--- src/rtl/opt_bist_pkg.sv ---
// rtl/opt_bist_pkg.sv - shared types, widths, taps and next-state functions for opt_bist
package opt_bist_pkg;

   typedef enum logic [1:0] {
      IDLE  = 2'd0,
      RUN   = 2'd1,
      DRAIN = 2'd2,
      DONE  = 2'd3
   } state_t;

   localparam int MISR_W = 16;
   localparam int STIM_W = 6;
   localparam int RESP_W = 5;

   // Fibonacci LFSR x^6+x^5+1: feedback from bits 5 and 4
   localparam logic [STIM_W-1:0] LFSR_TAPS = 6'h30;
   // MISR feedback from bits 15, 14, 12 and 3
   localparam logic [MISR_W-1:0] MISR_TAPS = 16'hD008;

   function automatic logic [STIM_W-1:0] lfsr_next(input logic [STIM_W-1:0] p);
      return {p[STIM_W-2:0], ^(p & LFSR_TAPS)};
   endfunction

   function automatic logic [MISR_W-1:0] misr_next(input logic [MISR_W-1:0] s,
                                                  input logic [RESP_W-1:0] d);
      return {s[MISR_W-2:0], ^(s & MISR_TAPS)} ^ {{(MISR_W-RESP_W){1'b0}}, d};
   endfunction

endpackage

--- src/rtl/opt_bist_misr.sv ---
// rtl/opt_bist_misr.sv - 16-bit multiple-input signature register with clear and enable
module opt_bist_misr
   import opt_bist_pkg::*;
(
   input  logic              clk,
   input  logic              reset,
   input  logic              clr_i,
   input  logic              en_i,
   input  logic [RESP_W-1:0] data_i,
   output logic [MISR_W-1:0] sig_o
);

   logic [MISR_W-1:0] sig_q;
   logic [MISR_W-1:0] sig_d;

   // Next signature: a clear for a new run wins over any capture
   always_comb begin
      sig_d = sig_q;
      if (clr_i) begin
         sig_d = '0;
      end else if (en_i) begin
         sig_d = misr_next(sig_q, data_i);
      end
   end

   // Signature register, wiped by reset so an aborted run leaves nothing behind
   always_ff @(posedge clk or negedge reset) begin
      if (!reset) begin
         sig_q <= '0;
      end else begin
         sig_q <= sig_d;
      end
   end

   assign sig_o = sig_q;

endmodule

--- src/rtl/opt_bist.sv ---
// rtl/opt_bist.sv - BIST driver: stimulus generator, response alignment and MISR signature check
module opt_bist
   import opt_bist_pkg::*;
#(
   parameter int unsigned       NUM_PATTERNS = 64,
   parameter int unsigned       RESP_LAT     = 1,
   parameter int unsigned       MODE         = 0,
   parameter logic [STIM_W-1:0] SEED         = 6'h01,
   parameter logic [MISR_W-1:0] GOLDEN_SIG   = 16'h0000
) (
   input  logic              clk,
   input  logic              reset,
   input  logic              start,
   input  logic [RESP_W-1:0] resp_i,
   output logic [STIM_W-1:0] stim_o,
   output logic              busy,
   output logic              done,
   output logic              pass,
   output logic [MISR_W-1:0] signature
);

   localparam logic [15:0]       NP16      = 16'(NUM_PATTERNS);
   localparam logic [15:0]       LAT16     = 16'(RESP_LAT);
   localparam logic [STIM_W-1:0] FIRST_PAT = (MODE == 1) ? SEED : '0;

   state_t            state_q;
   logic [STIM_W-1:0] stim_q;
   logic [15:0]       cnt_q;
   logic              busy_q;
   logic              done_q;

   logic              run;
   logic              smp_vld;
   logic              misr_clr;
   logic [STIM_W-1:0] next_pat;
   logic [MISR_W-1:0] sig;

   assign run      = (state_q == RUN);
   assign misr_clr = start && ((state_q == IDLE) || (state_q == DONE));
   assign next_pat = (MODE == 1) ? lfsr_next(stim_q) : stim_q + 6'd1;

   // Run sequencer; cnt_q counts issued patterns in RUN and elapsed cycles in DRAIN
   always_ff @(posedge clk or negedge reset) begin
      if (!reset) begin
         state_q <= IDLE;
         stim_q  <= '0;
         cnt_q   <= '0;
         busy_q  <= 1'b0;
         done_q  <= 1'b0;
      end else begin
         case (state_q)
            IDLE, DONE: begin
               if (start) begin
                  state_q <= RUN;
                  stim_q  <= FIRST_PAT;
                  cnt_q   <= 16'd1;
                  busy_q  <= 1'b1;
                  done_q  <= 1'b0;
               end
            end
            RUN: begin
               if (cnt_q == NP16) begin
                  stim_q <= '0;
                  if (RESP_LAT > 0) begin
                     state_q <= DRAIN;
                     cnt_q   <= 16'd1;
                  end else begin
                     state_q <= DONE;
                     cnt_q   <= '0;
                     busy_q  <= 1'b0;
                     done_q  <= 1'b1;
                  end
               end else begin
                  stim_q <= next_pat;
                  cnt_q  <= cnt_q + 16'd1;
               end
            end
            DRAIN: begin
               if (cnt_q == LAT16) begin
                  state_q <= DONE;
                  cnt_q   <= '0;
                  busy_q  <= 1'b0;
                  done_q  <= 1'b1;
               end else begin
                  cnt_q <= cnt_q + 16'd1;
               end
            end
            default: begin
               state_q <= IDLE;
            end
         endcase
      end
   end

   generate
      if (RESP_LAT == 0) begin : g_no_lat
         assign smp_vld = run;
      end else begin : g_lat
         logic [RESP_LAT-1:0] vld_q;

         // Delay line tagging each issued pattern until its response arrives
         always_ff @(posedge clk or negedge reset) begin
            if (!reset) begin
               vld_q <= '0;
            end else begin
               vld_q <= (vld_q << 1) | RESP_LAT'(run);
            end
         end

         assign smp_vld = vld_q[RESP_LAT-1];
      end
   endgenerate

   opt_bist_misr u_misr (
      .clk    (clk),
      .reset  (reset),
      .clr_i  (misr_clr),
      .en_i   (smp_vld),
      .data_i (resp_i),
      .sig_o  (sig)
   );

   assign stim_o    = stim_q;
   assign busy      = busy_q;
   assign done      = done_q;
   assign signature = sig;
   assign pass      = done_q && (sig == GOLDEN_SIG);

endmodule

--- config.mk ---
export PLATFORM = sky130hd
export DESIGN_NAME = opt_bist
export DESIGN_NICKNAME = d
export VERILOG_FILES = /design/src/rtl/opt_bist_pkg.sv /design/src/rtl/opt_bist_misr.sv /design/src/rtl/opt_bist.sv
export SDC_FILE = /design/constraint.sdc
export NUM_CORES = 1
export LEC_CHECK = 0
export CORE_MARGIN = 4
export CORE_UTILIZATION = 45
export CTS_CLUSTER_DIAMETER = 100
export DETAILED_ROUTE_END_ITERATION = 6
export PLACE_DENSITY = 0.71
export SYNTH_ARGS = -nofsm -noshare
export SYNTH_HDL_FRONTEND = slang
export SYNTH_SLANG_ARGS = --single-unit
--- constraint.sdc ---
create_clock -name clk -period 4.8 [get_ports clk]
set_input_delay 0.48 -clock clk [delete_from_list [all_inputs] [get_ports clk]]
set_output_delay 0.48 -clock clk [all_outputs]
set_load 0.05 [all_outputs]
Yosys cells after proc, flatten, opt, wreduce, memory -nomap -nowiden
Index checks and enable logic that the tools add are counted.

Add/sub/neg operators: 2. Equal/unequal tests: 8. Multiplexer cells: 19. Bitwise gates (word level): 2. Reduce and logical (&&, ||, !) cells: 12.

Operators with widths (number): 16-bit 2-to-1 mux (5); 16-bit one-hot mux with 3 select lines (1); 16-bit by 1-bit adder with 16-bit output, second input constant (1); 16-bit by 1-bit == test with 1-bit output, second input constant (1); 16-bit by 7-bit == test with 1-bit output, second input constant (1); 16-bit zero test (1); 16-bit parity (1); 16-bit by 5-bit XOR with 16-bit output (1); 6-bit 2-to-1 mux (2); 6-bit one-hot mux with 2 select lines (1); 6-bit by 1-bit adder with 6-bit output, second input constant (1); 2-bit 2-to-1 mux (3); 2-bit one-hot mux with 3 select lines (1); 3-bit AND reduction (2); 2-bit == test, second input constant (2); 1-bit 2-to-1 mux (4); 2-bit != test, second input constant (2); 1-bit one-hot mux with 2 select lines (2); 2-bit nonzero test (2); 2-bit by 1-bit == test with 1-bit output, second input constant (1); 1-bit logical AND (2); 2-bit zero test (1); 2-bit by 1-bit != test with 1-bit output, second input constant (1); 2-bit AND reduction (1); other kinds (3) (3).

Register bits after elaboration: 43. Output and inout bits: 25. Logic and storage cells: 50.

Longest topological paths before layout
Word-level depth: 4. Gate-level depth with buffers: 9. Depth with buffers taken out: 7.

Cells and area by module
Synthesis repeated with hierarchy kept, for this count alone.

Cells, all modules: 228. Area, all modules: 2288.4 µm².

By module, submodules not included: opt_bist (times used 1, cells an instance 167, area each 1557.7 µm²); opt_bist_misr (times used 1, cells an instance 61, area each 730.7 µm²).

Least setup slack after synthesis
Ideal clock, no wire load.

Path type: register to output. Start point: register u_misr.sig_q[14], in the netlist u_misr.sig_o[14]. End point: output pass. Arrival time: 1.505 ns. Path slack: 2.815 ns. Cell stages (with the launch flop): 5. Path buffers: 0. Cells stage by stage: dfrtp_1 > inv_1 > ha_1 > nor4b_1 > and4_1.

Word-level cells in the longest chain between the ends: 2.

Ends and longest elaborated chain: start: declaration (RTL line opt_bist_misr.sv:13) `logic [MISR_W-1:0] sig_q;`; start signal: assignment (RTL line opt_bist_misr.sv:31) `sig_q <= sig_d;`; 16-bit zero test (RTL line opt_bist.sv:127) `assign pass = done_q && (sig == GOLDEN_SIG);`; 1-bit logical AND (RTL line opt_bist.sv:127); end: declaration (RTL line opt_bist.sv:18) `output logic pass,`.

Every way passes these cells.

Worst setup path after layout
Ends and elaborated chain as after synthesis.

==> impl_metrics.toml <==
[setup_path]
crit_path_end_kind = "output port"
worstSetupPathType = "reg2out"
path_buf_inv = 2
crit_path_start_kind = "flip-flop"
crit_chain = "inv_1 > ha_1 > nor4b_1 > and4_1 > clkdlybuf4s50_1"
crit_slowest_cell = "clkdlybuf4s50_1"
cp.arrival_ns = 2.10
critPathMaxFanout = 4
max_stage_delay_ns = 0.79
cp_top_family = "buffers and inverters"
cp.required_ns = 4.32

[finish]
final_area_mm2 = 0.00273
finalNetCount = 279
fillers = 459
drive_above_1_share = 0.0570
area_delta_synth_final_pct = 19.5
diodes = 0

[die]
core-area_mm2 = 0.00482
start_util = 0.475
die_area_mm2 = 0.00628
rows = 25
die_x_um = 79.3
die-height_um = 79.3
io_pins = 33

[timing]
grt_setup_unrepaired = "false"
setup_tns_ns = 0
fin_skew_ns = 0.00389
fin_crit_sh = 0.538
slew_headroom = 0.379
setup_viol_count_final = 0
tightest_slew_ns = 0.932
slew_viol_final = 0
final_hold_viol_count = 0
period_minus_slack_ns = 2.58
max_freq_ghz = 0.387

[hold_path]
hold_path.class = "in2async"

[power_and_ir_drop]
p_per_area_mw_per_mm2 = 473
p_leak_uw = 0.00125
vdd_drop_max_mv = 0.247

[job]
cap_violations = 0

[place]
placed_area_mm2 = 0.00264
gp_congestion = 0.784
dp_hpwl_mm = 3.32
io_buffers = 32

[clock_network]
cts_resized = 0
hold_buffers = 0
htree_levels = 2
cts_tree = "done"
clock_latency_ns = 0.29
cts-root-buf = "clkbuf_8"
numCtsBuffers = 5
cts_setup_buffers = 0
clkTransAtPathRegs_ns = 0.08
clk_path_buf_depth = 2
cts.sinks = 43

[yosys]
async_flop_share = 1.00
syn_area_per_cell_um2 = 9.90
seq_area_frac_synth = 0.471
syn_inst = 231
synth_seq_cells = 43
yosys.cell_types.count = 43
synth_ff_type = "dfrtp_1"
yosysWarningCount = 0
synth_edf_count = 0
syn-num-nets = 247
netlist_area_mm2 = 0.00229

[global_route]
met1_usage = 0.224
grt_use_total = 0.166
grt_pass1_vias = 1702
grt_max_degree = 44
grt_pass1_wl_mm = 8.15
antenna_found_initial = 0
grtUsageMet3 = 0.0420
busiest_layer = "met2"
grt_overflow = 0
grtUsageMet2 = 0.258

[drt]
wirelength_mm = 4.77
drt_iter0_markers = 115
avgViaCountPerCell = 5.46
wl_per_cell_um = 14.5
ant_nets = 0
drc = 0
firstDrtPassIters = 4
via_count = 1802

[outcome]
outcome = "finished clean"
[synthesized netlist by cell type (3+ instances only)]
cell type   n  area, um^2
xnor2_1     8        70.1
nand3_1     7        35.0
nor3_1      5        25.0
a31oi_1     8        50.1
ha_1        8         100
or3_1       5        31.3
inv_1      12        45.0
dfrtp_1    43        1080
clkbuf_1    3        11.3
nand2_1    19        71.3
nor4b_1     3        26.3
a211oi_1    5        37.5
a22o_1      3        26.3
o21ai_0     3        15.0
a21oi_1    10        50.1
a21o_1      5        37.5
mux2i_1    12         120
nor2b_1     3        18.8
o21ai_1    12        60.1
nor2_1     25        93.8
[state kept, by name (all words and copies together) (netlist names)]
name and flops:
done 1, g_lat.vld_q 1, cnt_q 16, state_q 2, u_misr.sig_o 16, stim_o 6
busy 1
[cells in the final DEF (no fill, tap or decap), types with 2 or more instances in the layout]
| cell type | Yosys | final |
|---|---|---|
| dfrtp_1 | 43 | 43 |
| clkdlybuf4s50_1 | 0 | 31 |
| nor2_1 | 25 | 25 |
| nand2_1 | 19 | 19 |
| inv_1 | 12 | 12 |
| o21ai_1 | 12 | 12 |
| mux2i_1 | 12 | 12 |
| a21oi_1 | 10 | 10 |
| a31oi_1 | 8 | 8 |
| xnor2_1 | 8 | 8 |
| ha_1 | 8 | 8 |
| nand3_1 | 7 | 7 |
| clkbuf_8 | 0 | 6 |
| nor3_1 | 5 | 5 |
| a21o_1 | 5 | 5 |
| a211oi_1 | 5 | 5 |
| or3_1 | 5 | 5 |
| nor4b_1 | 3 | 3 |
| nor2b_1 | 3 | 3 |
| o21ai_0 | 3 | 3 |
| a22o_1 | 3 | 3 |
| nor4_1 | 2 | 2 |
| and4_1 | 2 | 2 |
| nand4_2 | 2 | 2 |
| nand2b_1 | 2 | 2 |
| and3_1 | 2 | 2 |
| nand4_1 | 2 | 2 |
| a41oi_1 | 2 | 2 |
[stage by stage]
step,hold WS (ns),total power [uW],setup WS (ns),utilization,instances
2_1_floorplan,0.184,880,2.81,-,231
3_3_place_gp,0.464,1070,2.52,0.549,323
5_1_grt,0.398,1370,2.14,0.567,330
3_5_place_dp,0.478,1070,2.48,0.549,323
6_report,0.321,1290,2.22,0.567,330
4_1_cts,0.356,1310,2.20,0.567,330
[cells by family after synthesis]
kind of cell | count (synthesis) | share of synthesized area
AOI/OAI and AO/OA | 53 | 0.151
xor gates and xnor gates | 9 | 0.0345
adders and majority gates | 8 | 0.0438
buffers and inverters | 19 | 0.0378
DFF | 43 | 0.471
muxes | 14 | 0.0624
and+or+nand+nor | 85 | 0.200
[power breakdown]
| part | total, uW | switching [uW] | internal [uW] |
|---|---|---|---|
| combinational | 549 | 346 | 203 |
| clock | 230 | 117 | 113 |
| sequential | 513 | 79.5 | 433 |
[routing by layer]
layer / wire, um / vias up / part of all wire
met3: 228 / 7 / 0.048
li1: - / 895 / -
met5: 0 / - / 0
met1: 2360 / 855 / 0.50
met2: 2110 / 45 / 0.44
met4: 68 / 0 / 0.014
[layout make-up]
class,instances,area (um^2),area share
Timing Repair Buffer,32,315,0.115
Inverter,12,45.0,0.0165
Multi-Input combinational cell,169,1120,0.411
Tap cell,67,83.8,0.0307
Sequential cell,43,1080,0.394
Clock buffer,6,82.6,0.0302
Clock inverter,1,5.00,0.00183
[final timing paths]
kind                                  startpoint               to  slack (ns)  cells after the start
worst max-delay path            u_misr.sig_o[14]             pass        2.22                      5
worst min register to register              busy             busy        0.49                      1
worst max register to register          cnt_q[0]         cnt_q[8]        2.56                      7
max in group asynchronous                  reset        cnt_q[14]        3.89                      1
min in group clk                            busy             busy        0.49                      1
worst min-delay path                       reset  u_misr.sig_o[9]        0.32                      1
No activity file was read; power rests on OpenSTA's default activity.
